===== src/rtl/seg_serializer_pkg.sv =====
// Shared constants for the segment serializer: FSM encodings, default frame size
// and a helper that sizes the clock divider.
package seg_serializer_pkg;

  localparam int SEG_FRAME_BITS = 64;

  localparam logic [1:0] SEG_S_IDLE = 2'd0;
  localparam logic [1:0] SEG_S_LO   = 2'd1;
  localparam logic [1:0] SEG_S_HI   = 2'd2;

  // A divide-by-1 still needs a one-bit counter so the port widths stay legal.
  function automatic int seg_div_width(input int div);
    return (div > 1) ? $clog2(div) : 1;
  endfunction

endpackage


===== src/rtl/seg_tick_gen.sv =====
// Half-period tick for the serial clock: one-cycle pulse every CLK_DIV cycles while run=1.
// The divider is held at 0 when run=0, so the first tick lands CLK_DIV cycles after run rises.
module seg_tick_gen
  import seg_serializer_pkg::*;
#(
  parameter int CLK_DIV = 1
) (
  input  logic clk,
  input  logic rst,
  input  logic run,
  output logic tick
);

  localparam int            DW   = seg_div_width(CLK_DIV);
  localparam logic [DW-1:0] LAST = DW'(CLK_DIV - 1);

  logic [DW-1:0] div_q;
  logic [DW-1:0] div_d;

  assign tick = run && (div_q == LAST);

  always_comb begin
    div_d = div_q;
    if (!run || tick) begin
      div_d = '0;
    end else begin
      div_d = div_q + DW'(1);
    end
  end

  always_ff @(posedge clk) begin
    if (rst) begin
      div_q <= '0;
    end else begin
      div_q <= div_d;
    end
  end

endmodule


===== src/rtl/seg_serializer.sv =====
// Captures a segment frame on a rising start and shifts it out to a 74HC164-style chain;
// 2*CLK_DIV cycles per bit, no backpressure: requests arriving while busy are dropped.
module seg_serializer
  import seg_serializer_pkg::*;
#(
  parameter int DATA_BITS = SEG_FRAME_BITS,
  parameter int CNT_BITS  = 6,
  parameter int DIR       = 0,
  parameter int CLK_DIV   = 1
) (
  input  logic                 clk,
  input  logic                 rst,
  input  logic                 start,
  input  logic [DATA_BITS-1:0] pdata,
  output logic                 s_clk,
  output logic                 s_clrn,
  output logic                 sout,
  output logic                 EN,
  output logic                 busy
);

  localparam logic [CNT_BITS-1:0] LAST_BIT = CNT_BITS'(DATA_BITS - 1);

  logic [1:0]           state_q, state_d;
  logic [DATA_BITS-1:0] sreg_q, sreg_d;
  logic [CNT_BITS-1:0]  cnt_q, cnt_d;
  logic                 s_clk_q, s_clk_d;
  logic                 s_clrn_q;
  logic                 sout_q, sout_d;
  logic                 en_q, en_d;
  logic                 busy_q, busy_d;
  logic                 start_q;
  logic                 req;
  logic                 tick;

  assign req = start & ~start_q;

  seg_tick_gen #(
    .CLK_DIV (CLK_DIV)
  ) u_tick (
    .clk  (clk),
    .rst  (rst),
    .run  (state_q != SEG_S_IDLE),
    .tick (tick)
  );

  always_comb begin
    state_d = state_q;
    sreg_d  = sreg_q;
    cnt_d   = cnt_q;
    s_clk_d = s_clk_q;
    sout_d  = sout_q;
    en_d    = en_q;
    busy_d  = busy_q;
    case (state_q)
      SEG_S_IDLE: begin
        if (req) begin
          sreg_d  = pdata;
          cnt_d   = '0;
          busy_d  = 1'b1;
          en_d    = 1'b0;
          s_clk_d = 1'b0;
          sout_d  = (DIR == 0) ? pdata[DATA_BITS-1] : pdata[0];
          state_d = SEG_S_LO;
        end
      end
      SEG_S_LO: begin
        // sout was set on the previous falling edge; it stays put for a full half-period of setup.
        if (tick) begin
          s_clk_d = 1'b1;
          state_d = SEG_S_HI;
        end
      end
      SEG_S_HI: begin
        if (tick) begin
          s_clk_d = 1'b0;
          if (cnt_q == LAST_BIT) begin
            state_d = SEG_S_IDLE;
            busy_d  = 1'b0;
            en_d    = 1'b1;
            sout_d  = 1'b0;
          end else begin
            if (DIR == 0) begin
              sreg_d = {sreg_q[DATA_BITS-2:0], 1'b0};
              sout_d = sreg_q[DATA_BITS-2];
            end else begin
              sreg_d = {1'b0, sreg_q[DATA_BITS-1:1]};
              sout_d = sreg_q[1];
            end
            cnt_d   = cnt_q + CNT_BITS'(1);
            state_d = SEG_S_LO;
          end
        end
      end
      default: state_d = SEG_S_IDLE;
    endcase
  end

  always_ff @(posedge clk) begin
    if (rst) begin
      state_q  <= SEG_S_IDLE;
      sreg_q   <= '0;
      cnt_q    <= '0;
      s_clk_q  <= 1'b0;
      s_clrn_q <= 1'b0;
      sout_q   <= 1'b0;
      en_q     <= 1'b0;
      busy_q   <= 1'b0;
      start_q  <= 1'b0;
    end else begin
      state_q  <= state_d;
      sreg_q   <= sreg_d;
      cnt_q    <= cnt_d;
      s_clk_q  <= s_clk_d;
      s_clrn_q <= 1'b1;
      sout_q   <= sout_d;
      en_q     <= en_d;
      busy_q   <= busy_d;
      start_q  <= start;
    end
  end

  assign s_clk  = s_clk_q;
  assign s_clrn = s_clrn_q;
  assign sout   = sout_q;
  assign EN     = en_q;
  assign busy   = busy_q;

endmodule


===== config.mk =====
export PLATFORM = sky130hd
export DESIGN_NAME = seg_serializer
export DESIGN_NICKNAME = d
export VERILOG_FILES = /design/src/rtl/seg_serializer_pkg.sv /design/src/rtl/seg_tick_gen.sv /design/src/rtl/seg_serializer.sv
export SDC_FILE = /design/constraint.sdc
export NUM_CORES = 1
export LEC_CHECK = 0
export ABC_AREA = 1
export ABC_CLOCK_PERIOD_IN_PS = 2700
export CORE_ASPECT_RATIO = 1.2
export CORE_MARGIN = 2
export CORE_UTILIZATION = 56
export CTS_CLUSTER_SIZE = 24
export DETAILED_ROUTE_END_ITERATION = 8
export GPL_ROUTABILITY_DRIVEN = 1
export PLACE_DENSITY = 0.84
export RECOVER_POWER = 50
export SLEW_MARGIN = 20
export SYNTH_ARGS = -nofsm -noshare
export SYNTH_HDL_FRONTEND = slang
export SYNTH_SLANG_ARGS = --single-unit
export TNS_END_PERCENT = 50

===== constraint.sdc =====
create_clock -name clk -period 2.7 [get_ports clk]
set_input_delay 0.675 -clock clk [delete_from_list [all_inputs] [get_ports clk]]
set_output_delay 0.675 -clock clk [all_outputs]
set_load 0.01 [all_outputs]

### Word level (Yosys, flattened, before mapping)

Cells that the tools add are included.

| storage, ports and cells | value |
|---|---|
| flip-flop bits (word level) | 78 |
| input port bits | 67 |

| operators by class | value |
|---|---|
| add/sub/neg operators | 2 |
| equality and inequality tests | 8 |
| muxes and demuxes | 29 |
| bitwise operators | 3 |
| reductions and logical operators | 13 |

Operators by type and width:

| operator | count |
|---|---|
| $mux 63 | 3 |
| $pmux 63 s2 | 1 |
| $mux 6 | 3 |
| $mux 1 | 13 |
| $pmux 6 s2 | 1 |
| $reduce_and 4->1 | 3 |
| $add 6x1->6 const B | 1 |
| $eq 6x6->1 const B | 1 |
| $mux 2 | 3 |
| $ne 2x2->1 const B | 3 |
| $pmux 1 s2 | 3 |
| $pmux 2 s3 | 1 |
| $reduce_and 3->1 | 2 |
| $ne 2x1->1 const B | 2 |
| $reduce_bool 2->1 | 2 |
| $pmux 1 s3 | 1 |
| $reduce_bool 3->1 | 1 |
| $eq 2x1->1 const B | 1 |
| $eq 2x2->1 const B | 1 |
| $logic_not 2->1 | 1 |
| $not 1->1 | 2 |
| $reduce_or 2->1 | 1 |
| $add 1x1->1 const B | 1 |
| $and 1x1->1 | 1 |
| other kinds (3) | 3 |

### Longest topological paths before layout

Gate-level depths: netlist (run 1).

| logic depth | value |
|---|---|
| word-level depth | 4 |
| mapped depth | 10 |

### Cells and area by module

From an unflattened synthesis (run 1), not the netlist that was laid out.

| second synthesis, totals | value |
|---|---|
| cell total of the unflattened synthesis | 574 |
| area total of the unflattened synthesis | 3662.3 um^2 |

By module, submodules not included:

| module | times used | cells an instance | area each (um^2) |
|---|---|---|---|
| seg_serializer | 1 | 570 | 3628.5 |
| seg_tick_gen | 1 | 4 | 33.8 |

### Worst setup path before layout (run 1)

OpenSTA, ideal clock, no wires.

| timing | value |
|---|---|
| kind | input-to-reg |
| from | input port start |
| to | register sreg_q[27] |
| arrival | 1.590 ns |
| slack | 0.994 ns |
| cell stages on the path | 9 |
| buffers on the path | 2 |
| path through | inv_1 nor2_1 nand2_1 nand2_4 nand2_4 buf_6 clkbuf_4 o21ai_0 nor2_1 |

| on the way | value |
|---|---|
| cells in the longest elaborated chain, start to end | 3 |

Ends and longest elaborated chain:

| what | RTL line | RTL |
|---|---|---|
| start: declaration | seg_serializer.sv:13 | `input logic start,` |
| $and 1x1->1 | seg_serializer.sv:36 | `assign req = start & ~start_q;` |
| $ne 2x2->1 (no source line) | -- |  |
| $reduce_and 4->1 (no source line) | -- |  |
| end signal: assignment | seg_serializer.sv:112 | `sreg_q <= sreg_d;` |
| end: declaration | seg_serializer.sv:25 | `logic [DATA_BITS-1:0] sreg_q, sreg_d;` |

No other way between the ends.
A chain may end at the register's enable or synchronous reset.

### Final worst setup path (run 1)

| timing | value |
|---|---|
| from | input port start |
| to | register sreg_q[9] |

The elaborated chain is that of the path after synthesis.

==> results of run 1 <==
==> metal layers <==
| metal | up-vias | wire length [µm] | share of wire [%] | track usage, % |
|---|---|---|---|---|
| met5 | - | 0 | 0 | 0 |
| met4 | 0 | 89 | 1.1 | 9.94 |
| met3 | 8 | 395 | 4.8 | 2.92 |
| met2 | 89 | 4020 | 49 | 41.4 |
| met1 | 1610 | 3640 | 45 | 27.0 |
| li1 | 1886 | - | - | - |
==> cell usage after synthesis, types with 2 or more instances <==
| master | number | area share (%) |
|---|---|---|
| nand2_1 | 206 | 21 |
| nor2_1 | 139 | 14 |
| dfxtp_1 | 78 | 42 |
| o21ai_0 | 65 | 8.8 |
| inv_1 | 15 | 1.5 |
| buf_2 | 13 | 1.8 |
| clkbuf_1 | 13 | 1.3 |
| nand3_1 | 11 | 1.5 |
| a21oi_1 | 9 | 1.2 |
| buf_6 | 7 | 2.1 |
| o21ai_1 | 3 | 0.41 |
| inv_2 | 2 | 0.20 |
| nand2_4 | 2 | 0.61 |
| nor2_2 | 2 | 0.34 |
| o21bai_1 | 2 | 0.41 |
==> power by group <==
part | internal, mW | switching, mW
sequential | 1.26 | 0.0587
combinational | 0.215 | 0.244
clock | 0.633 | 0.406
total | 2.11 | 0.708
==> worst max path at each step <==
stage,start,endpoint,slack (ps),cells past startpoint
detailed placement,start,sreg_q[8]$_SDFFE_PP0P_,290,10
global route,start,sreg_q[23]$_SDFFE_PP0P_,340,10
floorplan,start,sreg_q[27]$_SDFFE_PP0P_,990,9
CTS,start,sreg_q[9]$_SDFFE_PP0P_,640,10
finish,start,sreg_q[9]$_SDFFE_PP0P_,510,10
global placement,start,sreg_q[18]$_SDFFE_PP0P_,360,10
==> worst register-to-register path, delay by kind of cell, from the launching register on <==
| family | cells | cell delay, ps |
|---|---|---|
| buffers and inverters | 2 | 750 |
| and+or+nand+nor | 4 | 620 |
| AOI/OAI and AO/OA | 1 | 210 |
| DFF | 1 | 370 |
==> area by class of cell <==
| type | count | area [µm²] | area share (%) |
|---|---|---|---|
| clock buffers | 11 | 141 | 3.07 |
| clock inverters | 4 | 95.1 | 2.07 |
| inverters | 17 | 63.8 | 1.39 |
| multi-input cells | 445 | 1840 | 40.1 |
| flip-flops and latches | 78 | 1560 | 33.9 |
| well taps | 85 | 106 | 2.31 |
| repair buffers | 77 | 791 | 17.2 |
==> stage by stage <==
| step | hold slack, ps | instances | power [mW] | cell area (µm²) |
|---|---|---|---|---|
| floorplan | 440 | 576 | 1.64 | 3680 |
| global placement | 439 | 702 | 1.79 | 4370 |
| detailed placement | 443 | 702 | 1.80 | 4370 |
| CTS | 455 | 717 | 2.84 | 4610 |
| global route | 472 | 717 | 2.95 | 4600 |
| finish | 449 | 717 | 2.82 | 4600 |
==> cell families after synthesis <==
| family | Yosys count | share of synthesized area, % |
|---|---|---|
| compound gates | 79 | 10.9 |
| simple gates | 364 | 38.8 |
| fa+ha+maj | 1 | 0.340 |
| other cells | 1 | 0.102 |
| flops | 78 | 42.4 |
| buf+inv | 53 | 7.48 |
==> impl_metrics.py, run 1 <==
metrics = {
    "status": {
        "outcome": "complete, no violations",
    },
    "layout": {
        "layout_commonest_cell": "nand2_1",
        "diodes": 0,
        "regMostFlops": "sreg_q",
        "nets": 696,
        "area_growth_pct": 25.1,
        "largest_reg_flops": 63,
        "final_cell_mix": "nand2_1, nor2_1, dfxtp_1",
        "reg_top3": "sreg_q x63, cnt_q x6, state_q x2",
        "final_core_util_pct": 71.9,
        "n_fill_cell": 559,
        "drive_gt1_share_pct": 4.43,
    },
    "sta": {
        "layout_setup_ws_ps": 514,
        "finalSetupViolCount": 0,
        "slew_viol_final": 0,
        "finalSetupTns_ps": 0,
        "skew_ps": 8.31,
        "min_period_over_period_pct": 81.0,
        "fmaxAchievable_mhz": 457,
        "tightest_slew_ps": 1020,
        "rsz0062_at_grt": "false",
        "period_minus_slack_ps": 2190,
        "slew_headroom_pct": 32.0,
        "hold_viol": 0,
    },
    "logic_synthesis": {
        "syn_inst": 576,
        "synthDistinctLibCells": 24,
        "yosysSeqAreaShare_pct": 42.4,
        "synthArstFlopShare_pct": 0,
        "synth_edf_count": 0,
        "ys.flop_type": "dfxtp_1",
        "synth.avg_cell_area_um2": 6.39,
        "yosysWarnings": 0,
        "ys_seq_elements": 78,
        "synth.net_count": 644,
        "synthesis.area_um2": 3680,
    },
    "critical_path": {
        "crit_fanout": 27,
        "r2r_cells": 7,
        "critical_path.max_stage_delay_ps": 520,
        "arrival_ps": 2470,
        "r2r-end": "cnt_q[4]$_SDFFE_PP0P_",
        "cp_common_cell": "nor2_1",
        "end_kind": "flop",
        "path_cells": "dlygate4sd3_1 -> inv_1 -> nor2_1 -> nand2_1 -> nand2_4 -> nand2_4 -> inv_1 -> buf_4 -> nor2_1 -> nor2_1",
        "path_buf_inv": 4,
        "critPathLaunchType": "input pin",
        "crit_slowest_cell": "dlygate4sd3_1",
        "critPathTopFamily": "buffers and inverters",
        "crit_type": "input pin to flop",
        "rrSetupSlack_ps": 690,
        "r2r_start": "state_q[1]$_SDFFE_PP0P_",
        "crit_required_ps": 2990,
    },
    "placed_design": {
        "gp_congestion": 0.785,
        "dp_slack_ps": 285,
        "io_buffers": 71,
        "dpl.hpwl_um": 5020,
    },
    "clock_tree": {
        "hold_buffers": 0,
        "cts_buffers": 9,
        "cts.clk_slew.worst_paths_ps": 80,
        "clock_path_buffers": 2,
        "clock_sinks": 78,
        "postCtsSetupBuffers": 0,
        "cts_root_buffer": "clkbuf_8",
        "htreeDepth": 3,
        "ctsResizeCount": 0,
        "tritoncts": "yes",
        "clkLatencyLatePin_ps": 350,
    },
    "die": {
        "io_pins": 72,
        "coreArea_um2": 6410,
        "start_util_pct": 57.5,
        "dieArea_um2": 7240,
        "die_h_um": 92.8,
        "fp-row-count": 32,
        "die_x_um": 78.0,
    },
    "global_route": {
        "grt_use_total_pct": 22.9,
        "grt_pass1_wl_um": 13600,
        "grt_overflow": 0,
        "grt_start_max_net_pins": 70,
        "antenna_found_initial": 0,
        "grt_pass1_vias": 3317,
    },
    "route": {
        "wl_per_cell_um": 11.4,
        "avgViaCountPerCell": 5.01,
        "drc": 0,
        "wirelength_um": 8150,
        "vias": 3593,
        "ant_nets": 0,
        "firstDrtPassIters": 4,
        "drtIter0Drc": 203,
    },
    "power_and_ir_drop": {
        "leakagePower_nw": 2.09,
        "p_per_area_nw_per_um2": 612,
        "irDropWorstVdd_uv": 369,
    },
    "worst_hold_path": {
        "holdCritStartpoint": "EN$_SDFFE_PP0P_",
        "hold_depth": 2,
        "min_to": "EN$_SDFFE_PP0P_",
        "hp-class": "flop to flop",
    },
    "flow_run": {
        "timing.max_cap.violations": 0,
    },
}
(Power assumes the default switching activity.)
==> run 2, diff against run 1 <==
ABC_CLOCK_PERIOD_IN_PS = 2000   (was 2700)
CORE_UTILIZATION = 47   (was 56)
PLACE_DENSITY = 0.75   (was 0.84)
clock period = 2 ns   (was 2.7 ns; I/O delays follow)
==> run 2 against run 1 <==
- critical path depth shrank 9
- highest routed layer unchanged
- first-iteration DRC count shrank 16%
- clock skew is 2.0 ps lower
- power increased by 31%
==> impl_metrics.py, run 2 (synthesized netlist as in run 1, its figures left out) <==
metrics = {
    "route": {
        "ant_nets": 0,
        "firstDrtPassIters": 4,
        "drc": 0,
        "wirelength_um": 8010,
        "drtIter0Drc": 171,
        "avgViaCountPerCell": 4.88,
        "wl_per_cell_um": 10.9,
        "vias": 3579,
    },
    "sta": {
        "slew_viol_final": 0,
        "finalSetupTns_ps": 0,
        "rsz0062_at_grt": "false",
        "skew_ps": 6.35,
        "finalSetupViolCount": 0,
        "hold_viol": 0,
        "layout_setup_ws_ps": 256,
        "period_minus_slack_ps": 1740,
        "timing.hold.ws_ps": 456,
        "min_period_over_period_pct": 87.2,
        "fmaxAchievable_mhz": 573,
    },
    "global_route": {
        "grt_use_total_pct": 19.5,
        "grt_overflow": 0,
        "grt_start_max_net_pins": 71,
        "grt_pass1_vias": 3332,
        "antenna_found_initial": 0,
        "grt_pass1_wl_um": 13800,
    },
    "clock_tree": {
        "clock_sinks": 78,
        "tritoncts": "yes",
        "ctsResizeCount": 0,
        "cts.clk_slew.worst_paths_ps": 80,
        "cts_buffers": 9,
        "hold_buffers": 0,
        "clock_path_buffers": 2,
        "htreeDepth": 3,
        "cts_root_buffer": "clkbuf_8",
        "clkLatencyLatePin_ps": 340,
        "postCtsSetupBuffers": 0,
    },
    "critical_path": {
        "critPathLaunchType": "flop",
        "crit_type": "flop to output port",
        "end_kind": "output port",
        "path_buf_inv": 1,
        "path_cells": "dlygate4sd3_1",
        "arrival_ps": 1240,
        "crit_required_ps": 1500,
        "critical_path.max_stage_delay_ps": 590,
        "crit_slowest_cell": "dlygate4sd3_1",
        "critPathTopFamily": "buffers and inverters",
        "crit_fanout": 1,
    },
    "die": {
        "dieArea_um2": 8560,
        "start_util_pct": 48.3,
        "die_h_um": 101,
        "die_x_um": 84.8,
        "fp-row-count": 35,
        "coreArea_um2": 7620,
        "io_pins": 72,
    },
    "layout": {
        "final_core_util_pct": 61.1,
        "final_cell_mix": "nand2_1, nor2_1, dfxtp_1",
        "nets": 705,
        "multiInputGateArea_um2": 1840,
        "reg_top3": "sreg_q x63, cnt_q x6, state_q x2",
        "drive_gt1_share_pct": 5.30,
        "final_cells": 734,
        "n_fill_cell": 750,
        "layout_commonest_cell": "nand2_1",
        "regMostFlops": "sreg_q",
        "ff_latch_area_um2": 1560,
        "stdcell_area_um2": 4660,
        "area_growth_pct": 26.6,
        "largest_reg_flops": 63,
        "diodes": 0,
    },
    "power_and_ir_drop": {
        "total_power_mw": 3.70,
        "irDropWorstVdd_uv": 393,
        "leakagePower_nw": 2.11,
        "p_per_area_nw_per_um2": 795,
    },
    "placed_design": {
        "gp_congestion": 0.780,
        "dp_slack_ps": 40.8,
        "io_buffers": 71,
        "placed_cells": 718,
        "dpl.hpwl_um": 5310,
        "placed_area_um2": 4470,
    },
    "status": {
        "outcome": "complete, no violations",
    },
    "flow_run": {
        "timing.max_cap.violations": 0,
    },
    "worst_hold_path": {
        "hp-class": "flop to flop",
    },
}
[run 2: path summary, 6_finish.rpt]
kind	depth (start not counted)	slack (ps)	endpoint	startpoint
setup / recovery	1	260	s_clrn	s_clrn$_DFF_P_
hold / removal	2	460	EN$_SDFFE_PP0P_	EN$_SDFFE_PP0P_
setup reg to reg	9	300	sreg_q[11]$_SDFFE_PP0P_	cnt_q[0]$_SDFFE_PP0P_
hold reg to reg	2	460	EN$_SDFFE_PP0P_	EN$_SDFFE_PP0P_
[run 2: layer usage]
metal	track usage, %	part of all wire, %	vias up
met5	0	0	-
li1	-	-	1895
met3	3.03	4.2	7
met4	7.94	1.1	0
met1	22.8	46	1603
met2	35.3	48	74
[run 2: power by group]
part           internal (mW)  switching [mW]  total (mW)
sequential              1.70          0.0795        1.78
combinational          0.310           0.329       0.639
clock                  0.734           0.548        1.28
[run 2: final cells by class]
cell class	count	share of cell area, %
multi-input cells	445	39.4
flip-flops and latches	78	33.5
repair buffers	86	18.6
clock buffers	12	3.11
well taps	92	2.47
clock inverters	4	1.50
inverters	17	1.37
==> run 3, diff against run 2 <==
CTS_CLUSTER_DIAMETER = 60   (was unset)
==> results of run 3 <==
Final layout, timing and power as in run 2 (identical DEF).
